==> config.mk <==
export PLATFORM = sky130hd
export DESIGN_NAME = adc_frame_sched_flat
export DESIGN_NICKNAME = d
export VERILOG_FILES = /design/src/rtl/adc_frame_sched_if.sv /design/src/rtl/adc_frame_sched.sv /design/src/flat_wrapper.sv
export SDC_FILE = /design/constraint.sdc
export NUM_CORES = 1
export LEC_CHECK = 0
export BUFFER_PORTS_ARGS = -buffer_cell sky130_fd_sc_hd__buf_4
export CAP_MARGIN = 10
export CORE_MARGIN = 2
export CORE_UTILIZATION = 61
export DETAILED_ROUTE_END_ITERATION = 16
export GPL_ROUTABILITY_DRIVEN = 0
export PLACE_DENSITY = 0.83
export SETUP_SLACK_MARGIN = 0.15
export SYNTH_ARGS = -nofsm -noshare
export SYNTH_HDL_FRONTEND = slang
export SYNTH_SLANG_ARGS = --single-unit
export TNS_END_PERCENT = 10
==> constraint.sdc <==
create_clock -name clk -period 4.2 [get_ports clk]
set_input_delay 0.63 -clock clk [delete_from_list [all_inputs] [get_ports clk]]
set_output_delay 0.63 -clock clk [all_outputs]
set_load 0.005 [all_outputs]
==> src/rtl/adc_frame_sched_if.sv <==
// adc_frame_sched_if: requester handshake, result bus and ADC serial pins
// shared between the frame scheduler (slave) and its environment (master).
interface adc_frame_sched_if;
    logic [1:0]  req;
    logic [1:0]  ack;
    logic        busy;
    logic        adc_sdata;
    logic        adc_sclk;
    logic        adc_cs_n;
    logic [11:0] data;
    logic        data_id;
    logic        data_valid;

    modport slave (
        input  req, adc_sdata,
        output ack, busy, adc_sclk, adc_cs_n, data, data_id, data_valid
    );

    modport master (
        output req, adc_sdata,
        input  ack, busy, adc_sclk, adc_cs_n, data, data_id, data_valid
    );
endinterface

==> src/rtl/adc_frame_sched.sv <==
// adc_frame_sched: shares one serial 12-bit ADC between two requesters with
// round-robin arbitration. Each grant runs a 16-bit frame (4 leading zeros,
// 12 data bits MSB-first), followed by a quiet gap with chip select high.
// Optional build macro ADC_AVG_EN: every grant runs 4 frames and returns the
// truncated average of the 4 results.
//
// state  | meaning
// IDLE   | cs_n high, waiting for a request; grant issued on leaving
// SETUP  | cs_n low, sclk high for CLK_DIV cycles before the first fall
// SHIFT  | 16 sclk periods, sample at the end of each low phase
// QUIET  | cs_n high for QUIET_CYC cycles, busy still asserted
module adc_frame_sched #(
    parameter int CLK_DIV   = 8,
    parameter int QUIET_CYC = 16
) (
    input logic              clk,
    input logic              rst,
    adc_frame_sched_if.slave bus
);

    localparam int DIV_W = (CLK_DIV > 1) ? $clog2(CLK_DIV) : 1;
    localparam int QW    = (QUIET_CYC > 1) ? $clog2(QUIET_CYC) : 1;
    localparam logic [DIV_W-1:0] DIV_LOAD = DIV_W'(CLK_DIV - 1);
    localparam logic [QW-1:0]    Q_LOAD   = QW'(QUIET_CYC - 1);

    typedef enum logic [1:0] {
        ST_IDLE,
        ST_SETUP,
        ST_SHIFT,
        ST_QUIET
    } state_t;

    state_t           state;
    logic [DIV_W-1:0] div_cnt;
    logic [4:0]       bit_cnt;
    logic [QW-1:0]    quiet_cnt;
    logic [11:0]      shreg;
    logic             rr_ptr;
    logic             winner;

    logic [1:0]       ack_r;
    logic             busy_r;
    logic             sclk_r;
    logic             cs_n_r;
    logic [11:0]      data_r;
    logic             data_id_r;
    logic             data_valid_r;

`ifdef ADC_AVG_EN
    logic [13:0]      acc;
    logic [13:0]      acc_sum;
    logic [1:0]       frame_cnt;

    // running sum including the frame that is just completing
    always_comb begin
        acc_sum = acc + {2'b00, shreg};
    end
`endif

    // round-robin winner: a lone requester wins, otherwise the one not served last
    always_comb begin
        winner = 1'b0;
        case (bus.req)
            2'b01:   winner = 1'b0;
            2'b10:   winner = 1'b1;
            default: winner = ~rr_ptr;
        endcase
    end

    // frame sequencer: arbitration, sclk/cs_n generation, shifting and result update
    always_ff @(posedge clk) begin
        if (rst) begin
            state        <= ST_IDLE;
            div_cnt      <= '0;
            bit_cnt      <= '0;
            quiet_cnt    <= '0;
            shreg        <= '0;
            rr_ptr       <= 1'b1;
            ack_r        <= 2'b00;
            busy_r       <= 1'b0;
            sclk_r       <= 1'b1;
            cs_n_r       <= 1'b1;
            data_r       <= 12'h800;
            data_id_r    <= 1'b0;
            data_valid_r <= 1'b0;
`ifdef ADC_AVG_EN
            acc          <= '0;
            frame_cnt    <= '0;
`endif
        end else begin
            ack_r        <= 2'b00;
            data_valid_r <= 1'b0;
            case (state)
                ST_IDLE: begin
                    sclk_r <= 1'b1;
                    cs_n_r <= 1'b1;
                    if (|bus.req) begin
                        ack_r   <= winner ? 2'b10 : 2'b01;
                        rr_ptr  <= winner;
                        busy_r  <= 1'b1;
                        cs_n_r  <= 1'b0;
                        div_cnt <= DIV_LOAD;
                        state   <= ST_SETUP;
`ifdef ADC_AVG_EN
                        acc       <= '0;
                        frame_cnt <= '0;
`endif
                    end
                end
                ST_SETUP: begin
                    if (div_cnt == '0) begin
                        sclk_r  <= 1'b0;
                        div_cnt <= DIV_LOAD;
                        bit_cnt <= '0;
                        state   <= ST_SHIFT;
                    end else begin
                        div_cnt <= div_cnt - 1'b1;
                    end
                end
                ST_SHIFT: begin
                    if (div_cnt != '0) begin
                        div_cnt <= div_cnt - 1'b1;
                    end else begin
                        div_cnt <= DIV_LOAD;
                        if (!sclk_r) begin
                            // end of a low phase: take the bit, leading zeros are dropped
                            sclk_r <= 1'b1;
                            if (bit_cnt >= 5'd4) begin
                                shreg <= {shreg[10:0], bus.adc_sdata};
                            end
                        end else if (bit_cnt == 5'd15) begin
                            cs_n_r    <= 1'b1;
                            quiet_cnt <= Q_LOAD;
                            state     <= ST_QUIET;
`ifdef ADC_AVG_EN
                            if (frame_cnt == 2'd3) begin
                                data_r       <= acc_sum[13:2];
                                data_id_r    <= rr_ptr;
                                data_valid_r <= 1'b1;
                                acc          <= '0;
                                frame_cnt    <= '0;
                            end else begin
                                acc       <= acc_sum;
                                frame_cnt <= frame_cnt + 1'b1;
                            end
`else
                            data_r       <= shreg;
                            data_id_r    <= rr_ptr;
                            data_valid_r <= 1'b1;
`endif
                        end else begin
                            bit_cnt <= bit_cnt + 1'b1;
                            sclk_r  <= 1'b0;
                        end
                    end
                end
                ST_QUIET: begin
                    sclk_r <= 1'b1;
                    if (quiet_cnt != '0) begin
                        quiet_cnt <= quiet_cnt - 1'b1;
`ifdef ADC_AVG_EN
                    end else if (frame_cnt != 2'd0) begin
                        // more frames of the same grant: no new arbitration
                        cs_n_r  <= 1'b0;
                        div_cnt <= DIV_LOAD;
                        state   <= ST_SETUP;
`endif
                    end else begin
                        busy_r <= 1'b0;
                        state  <= ST_IDLE;
                    end
                end
                default: begin
                    state <= ST_IDLE;
                end
            endcase
        end
    end

    assign bus.ack        = ack_r;
    assign bus.busy       = busy_r;
    assign bus.adc_sclk   = sclk_r;
    assign bus.adc_cs_n   = cs_n_r;
    assign bus.data       = data_r;
    assign bus.data_id    = data_id_r;
    assign bus.data_valid = data_valid_r;

endmodule

==> src/flat_wrapper.sv <==
// flat-port wrapper written by rule: the top's interface ports become plain ports
module adc_frame_sched_flat 
#(
    parameter int CLK_DIV   = 8,
    parameter int QUIET_CYC = 16
)
  (clk, rst, bus_req, bus_adc_sdata, bus_ack, bus_busy, bus_adc_sclk, bus_adc_cs_n, bus_data, bus_data_id, bus_data_valid);
  adc_frame_sched_if bus_i ();
  input logic clk;
  input logic rst;
  input wire logic [$bits(bus_i.req)-1:0] bus_req;
  input wire logic [$bits(bus_i.adc_sdata)-1:0] bus_adc_sdata;
  output wire logic [$bits(bus_i.ack)-1:0] bus_ack;
  output wire logic [$bits(bus_i.busy)-1:0] bus_busy;
  output wire logic [$bits(bus_i.adc_sclk)-1:0] bus_adc_sclk;
  output wire logic [$bits(bus_i.adc_cs_n)-1:0] bus_adc_cs_n;
  output wire logic [$bits(bus_i.data)-1:0] bus_data;
  output wire logic [$bits(bus_i.data_id)-1:0] bus_data_id;
  output wire logic [$bits(bus_i.data_valid)-1:0] bus_data_valid;
  assign bus_i.req = bus_req;
  assign bus_i.adc_sdata = bus_adc_sdata;
  assign bus_ack = bus_i.ack;
  assign bus_busy = bus_i.busy;
  assign bus_adc_sclk = bus_i.adc_sclk;
  assign bus_adc_cs_n = bus_i.adc_cs_n;
  assign bus_data = bus_i.data;
  assign bus_data_id = bus_i.data_id;
  assign bus_data_valid = bus_i.data_valid;
  adc_frame_sched #(.CLK_DIV(CLK_DIV), .QUIET_CYC(QUIET_CYC)) u_core (.clk(clk), .rst(rst), .bus(bus_i));
endmodule
Word-level counts from Yosys, hierarchy flattened
Index checks and enable logic that the tools add are counted.
{ "totals": {"output_inout_bits": 19, "elab_cells": 96, "reg_bits": 46, "inputBits": 5} }
{ "classes": {"n_eq_ne": 14, "reduce_logical": 23, "magnitude_cmp": 1, "mux": 36, "bitwise_logic": 6, "addsub": 3} }
{ "ops": {"columns": ["cell", "count"], "rows": [
  ["$mux W5", 4],
  ["$mux W4", 4],
  ["$mux W2", 7],
  ["$reduce_and A4 Y1", 3],
  ["$mux W1", 10],
  ["$ne A2 B1 Y1 const B", 5],
  ["$pmux W5 S2", 1],
  ["$reduce_and A5 Y1", 2],
  ["$mux W3", 3],
  ["$pmux W3 S3", 1],
  ["$pmux W2 S4", 1],
  ["$pmux W4 S2", 1],
  ["$reduce_bool A2 Y1", 4],
  ["$eq A2 B2 Y1 const B", 3],
  ["$ne A2 B2 Y1 const B", 3],
  ["$not A1 Y1", 6],
  ["$pmux W1 S2", 3],
  ["$reduce_and A2 Y1", 3],
  ["$reduce_and A6 Y1", 1],
  ["$reduce_bool A3 Y1", 2],
  ["$add A5 B1 Y5 const B", 1],
  ["$eq A5 B4 Y1 const B", 1],
  ["$ge A5 B3 Y1 const B", 1],
  ["$eq A2 B1 Y1 const B", 2],
  ["other kinds (10)", 11]
]} }

Logic depth before layout (Yosys ltp)
{ "logic_depth": {"word_depth": 5, "ltp_mapped": 9, "depth_no_buf": 7} }

Worst setup path before layout
OpenSTA, ideal clock, no wires.
{ "synth_path": {"kind": "reg2reg", "from": "reg u_core.state[0]", "to": "reg u_core.shreg[11]", "path_stages_with_launch": 10, "setup_slack_ns": 2.378, "arrival_time_ns": 1.695, "setup_ns": 0.128, "n_path_buf": 3, "cell_sequence": "dfxtp_1 > inv_1 > ha_1 > buf_2 > nand2_1 > or4_1 > clkbuf_1 > buf_4 > mux2i_1 > nor2_1"} }
{ "synth_between": {"elab_chain_cells": 2} }
{ "synth_rtl": {"columns": ["element", "line_no", "text"], "rows": [
  ["start, declared", "adc_frame_sched.sv:33", "state_t state;"],
  ["start signal, assigned", "adc_frame_sched.sv:73", "state <= ST_IDLE;"],
  ["start signal, assigned", "adc_frame_sched.sv:103", "state <= ST_SETUP;"],
  ["start signal, assigned", "adc_frame_sched.sv:115", "state <= ST_SHIFT;"],
  ["$eq A2 B2 Y1", "adc_frame_sched.sv:93", "case (state)"],
  ["$reduce_and A4 Y1 (no source line)", null, null],
  ["end signal, assigned", "adc_frame_sched.sv:129", "shreg <= {shreg[10:0], bus.adc_sdata};"],
  ["end, declared", "adc_frame_sched.sv:37", "logic [11:0] shreg;"]
]} }
Every way passes these cells.
A chain may end at the register's enable or synchronous reset.

Worst setup path after layout
{ "layout_path": {"from": "reg u_core.state[0]", "to": "reg u_core.shreg[4]"} }
The elaborated chain is that of the path after synthesis.

==> summary.txt <==
Drt
  – Vias/cell: 5.39
  – Initial drt markers: 102
  – Via count: 1654
  – Routed wire length: 3740 µm
  – DRC viols: 0
  – Routed wire length per instance: 12.2 µm
  – DRT antenna net count: 0
  – DRT Pass-1 Iters: 4

Power
  – Sw Ratio: 37.3%
  – Clock power share: 17.9%
  – Total chip power: 1.20 mW
  – LEAKAGE: 0.993 nW
  – Combinational power share: 36.8%
  – Net switching power: 0.447 mW
  – Worst vdd ir: 0.372 mV
  – Proportion of power drawn by flip-flops and latches: 45.3%
  – Internal cell power: 0.753 mW
  – Power per cell area: 523 nW/µm²

Finish
  – FF/Latch Area: 921 µm²
  – Layout cells sized above 1: 12.6%
  – Layout fillers: 267
  – Fin nets: 278
  – Diode count: 0
  – Fin util: 69.9%
  – Multi-input gate area: 1040 µm²
  – Area Overhead vs Synth: 11.6%

STA
  – Fin. max-slew vios: 0
  – # setup viols final: 0
  – Worst Tran Pin Value: 0.793 ns
  – Final Hold Viols: 0
  – Peak Freq: 436 MHz
  – Final min period: 2.29 ns
  – Clk_skew: 0.0137 ns
  – Max-slew headroom: 47.1%
  – RSZ-0062 raised after global routing: no
  – Total negative slack: 0 ns
  – Setup ws final: 1.91 ns
  – Fin crit share: 54.6%

Setup path
  – Worst R2R Start: u_core.state[0]$_SDFFE_PP0P_
  – Max FO, Critical Path: 18
  – Critical R2R Capture: u_core.shreg[4]$_SDFFE_PP0P_
  – CP startpoint kind: register
  – Reg2reg setup slack: 1.91 ns
  – CP required: 4.45 ns
  – Worst Path Class, Setup: reg -> reg
  – Crit. End Element: register
  – R2R cell count: 6
  – Crit path arrival time: 2.54 ns

Placement
  – Post-Place Setup Slack: 1.93 ns
  – DP HPWL: 2570 µm
  – I/O Buffers: 23

Logic synthesis
  – Syn Nets: 260
  – Sequential area share after synthesis: 44.8%
  – Avg Synthesized Cell Area: 8.50 µm²
  – Gate Count Post-Synth: 242
  – YS warnings: 0
  – Yosys cell types: 36
  – Yosys reg bits: 46
  – Synthesized area: 2060 µm²

Global route
  – Initial antenna violation count: 0
  – Largest net degree at the start of global routing: 47
  – Total GRT Usage: 21.0%
  – First-pass GRT wire length: 5820 µm
  – Total grt overflow: 0
  – Vias in the first global route: 1297

Clock tree
  – CTS max path bufs: 2
  – # clock sinks: 46
  – Root Buffer: clkbuf_4
  – H-tree levels: 2
  – CTS resizes: 0
  – Hold buffers post-CTS: 0
  – Postcts setup bufs: 0
  – Later-pin clock latency in the skew report: 0.37 ns
  – TritonCTS clock tree: built
  – Total CTS buffers: 5
  – Clock transition at path regs: 0.14 ns

Floorplanning
  – Die X: 62.1 µm
  – IO Pins: 24
  – Die Ht: 62.1 µm
  – Die ar.: 3850 µm²
  – Initial Util: 62.6%
  – Core area: 3280 µm²
  – Number of cell rows: 21

Job
  – Max-Cap Viols: 0

Status
  – Outcome: completed

Hold path
  – Hold WC Path Type: reg -> reg
  – WHS Endpoint: u_core.bus.data[0]$_SDFFE_PP0P_
  – HP Start: u_core.bus.data[0]$_SDFFE_PP0P_
  – Hold Crit Depth: 2
## how the worst max path moves through the flow
stage	from	end	slack [ns]	depth (start not counted)
6_report	u_core.state[0]$_SDFFE_PP0P_	u_core.shreg[4]$_SDFFE_PP0P_	1.91	6
3_5_place_dp	u_core.state[0]$_SDFFE_PP0P_	u_core.shreg[7]$_SDFFE_PP0P_	1.93	6
2_1_floorplan	u_core.state[0]$_SDFFE_PP0P_	u_core.shreg[11]$_SDFFE_PP0P_	2.38	9
4_1_cts	u_core.state[0]$_SDFFE_PP0P_	u_core.shreg[4]$_SDFFE_PP0P_	1.90	6
3_3_place_gp	u_core.state[0]$_SDFFE_PP0P_	u_core.shreg[1]$_SDFFE_PP0P_	2.01	6
5_1_grt	u_core.state[0]$_SDFFE_PP0P_	u_core.bus.data[6]$_SDFFE_PP0P_	1.72	6
## kinds of logic after synthesis
group / after synthesis / share of synthesized area [%]
AOI/OAI and AO/OA: 49 / 14.4
and+or+nand+nor: 97 / 21.9
muxes: 13 / 6.39
DFF: 46 / 44.8
adders and majority gates: 13 / 7.91
buffers and inverters: 24 / 4.62
## final cells by class
| type | count | share of cell area (%) |
|---|---|---|
| multi-input cells | 172 | 45.3 |
| flip-flops and latches | 46 | 40.1 |
| repair buffers | 23 | 7.52 |
| well taps | 46 | 2.51 |
| inverters | 12 | 1.96 |
| clock buffers | 5 | 1.63 |
| clock inverters | 3 | 0.926 |
## worst max-delay path: stages, from the launching register on
cell and delay, ns:
dfxtp_1 0.36, inv_1 0.11, ha_1 0.49, nand2_1 0.09, or4_1 0.81, mux2i_1 0.25
nor2_1 0.06
## sequential cells by signal, summed over array words and instances, names as in the netlist
signal / flops
u_core.state: 2
u_core.bus.data: 12
u_core.bus.adc_sclk: 1
u_core.bus.ack: 2
u_core.shreg: 12
u_core.quiet_cnt: 4
u_core.bus.busy: 1
u_core.div_cnt: 3
u_core.bus.data_id: 1
u_core.bit_cnt: 5
u_core.bus.adc_cs_n: 1
u_core.rr_ptr: 1
u_core.bus.data_valid: 1
## layer usage
| metal | up-vias | global-route usage [%] | part of all wire, % |
|---|---|---|---|
| met2 | 23 | 32.9 | 46 |
| met5 | - | 0 | 0 |
| met3 | 6 | 8.07 | 3.7 |
| li1 | 861 | - | - |
| met1 | 764 | 26.8 | 49 |
| met4 | 0 | 6.38 | 1.3 |
## placed cells by master, fill, tap and decap left out, types with 3 or more instances in the layout
cell,instances
dfxtp_1,46
buf_4,23
a311oi_1,4
ha_1,13
nor3_1,7
a211oi_1,3
inv_1,12
nand2_1,38
nand2b_1,6
o21bai_1,3
nor2_1,27
clkbuf_4,5
mux2i_1,12
nor2b_1,4
a21oi_1,31
## power by group through the flow
stage | registers, mW | clock network (mW) | logic, mW
floorplan | 0.542 | 0 | 0.344
global placement | 0.550 | 0 | 0.429
detailed placement | 0.553 | 0 | 0.437
CTS | 0.543 | 0.216 | 0.440
global route | 0.552 | 0.237 | 0.500
finish | 0.544 | 0.215 | 0.441
## metrics by stage
step / instances / area [µm²] / hold WS [ns]
6_report: 307 / 2300 / 0.464
5_1_grt: 307 / 2300 / 0.478
3_5_place_dp: 299 / 2240 / 0.449
4_1_cts: 307 / 2300 / 0.468
2_1_floorplan: 242 / 2060 / 0.438
3_3_place_gp: 299 / 2240 / 0.443
## Yosys cell counts
master | instances | area share, %
clkbuf_1 | 10 | 1.8
o21ai_0 | 1 | 0.24
a222oi_1 | 1 | 0.49
or3b_1 | 1 | 0.43
o22ai_1 | 1 | 0.30
a211oi_1 | 3 | 1.1
inv_1 | 12 | 2.2
a221oi_1 | 1 | 0.43
a21o_2 | 1 | 0.43
nand2b_1 | 6 | 1.8
nand3b_1 | 2 | 0.73
and3_1 | 1 | 0.30
mux2_2 | 1 | 0.55
nor2_1 | 27 | 4.9
nor3_1 | 7 | 1.7
or4_1 | 1 | 0.37
or3_1 | 2 | 0.61
mux2i_1 | 12 | 5.8
nand4b_1 | 1 | 0.43
buf_4 | 1 | 0.37
o21bai_1 | 3 | 1.1
a41oi_1 | 1 | 0.43
a311oi_1 | 4 | 1.7
nor2b_1 | 4 | 1.2
nand2_1 | 38 | 6.9
and4b_1 | 1 | 0.49
a21oi_1 | 31 | 7.5
nand3_1 | 2 | 0.49
dfxtp_1 | 46 | 45
o21ai_1 | 1 | 0.24
nor3b_1 | 2 | 0.73
and4_1 | 1 | 0.43
buf_2 | 1 | 0.24
ha_1 | 13 | 7.9
and2_0 | 1 | 0.30
a2bb2oi_1 | 1 | 0.43
No activity file was read; power rests on OpenSTA's default activity.
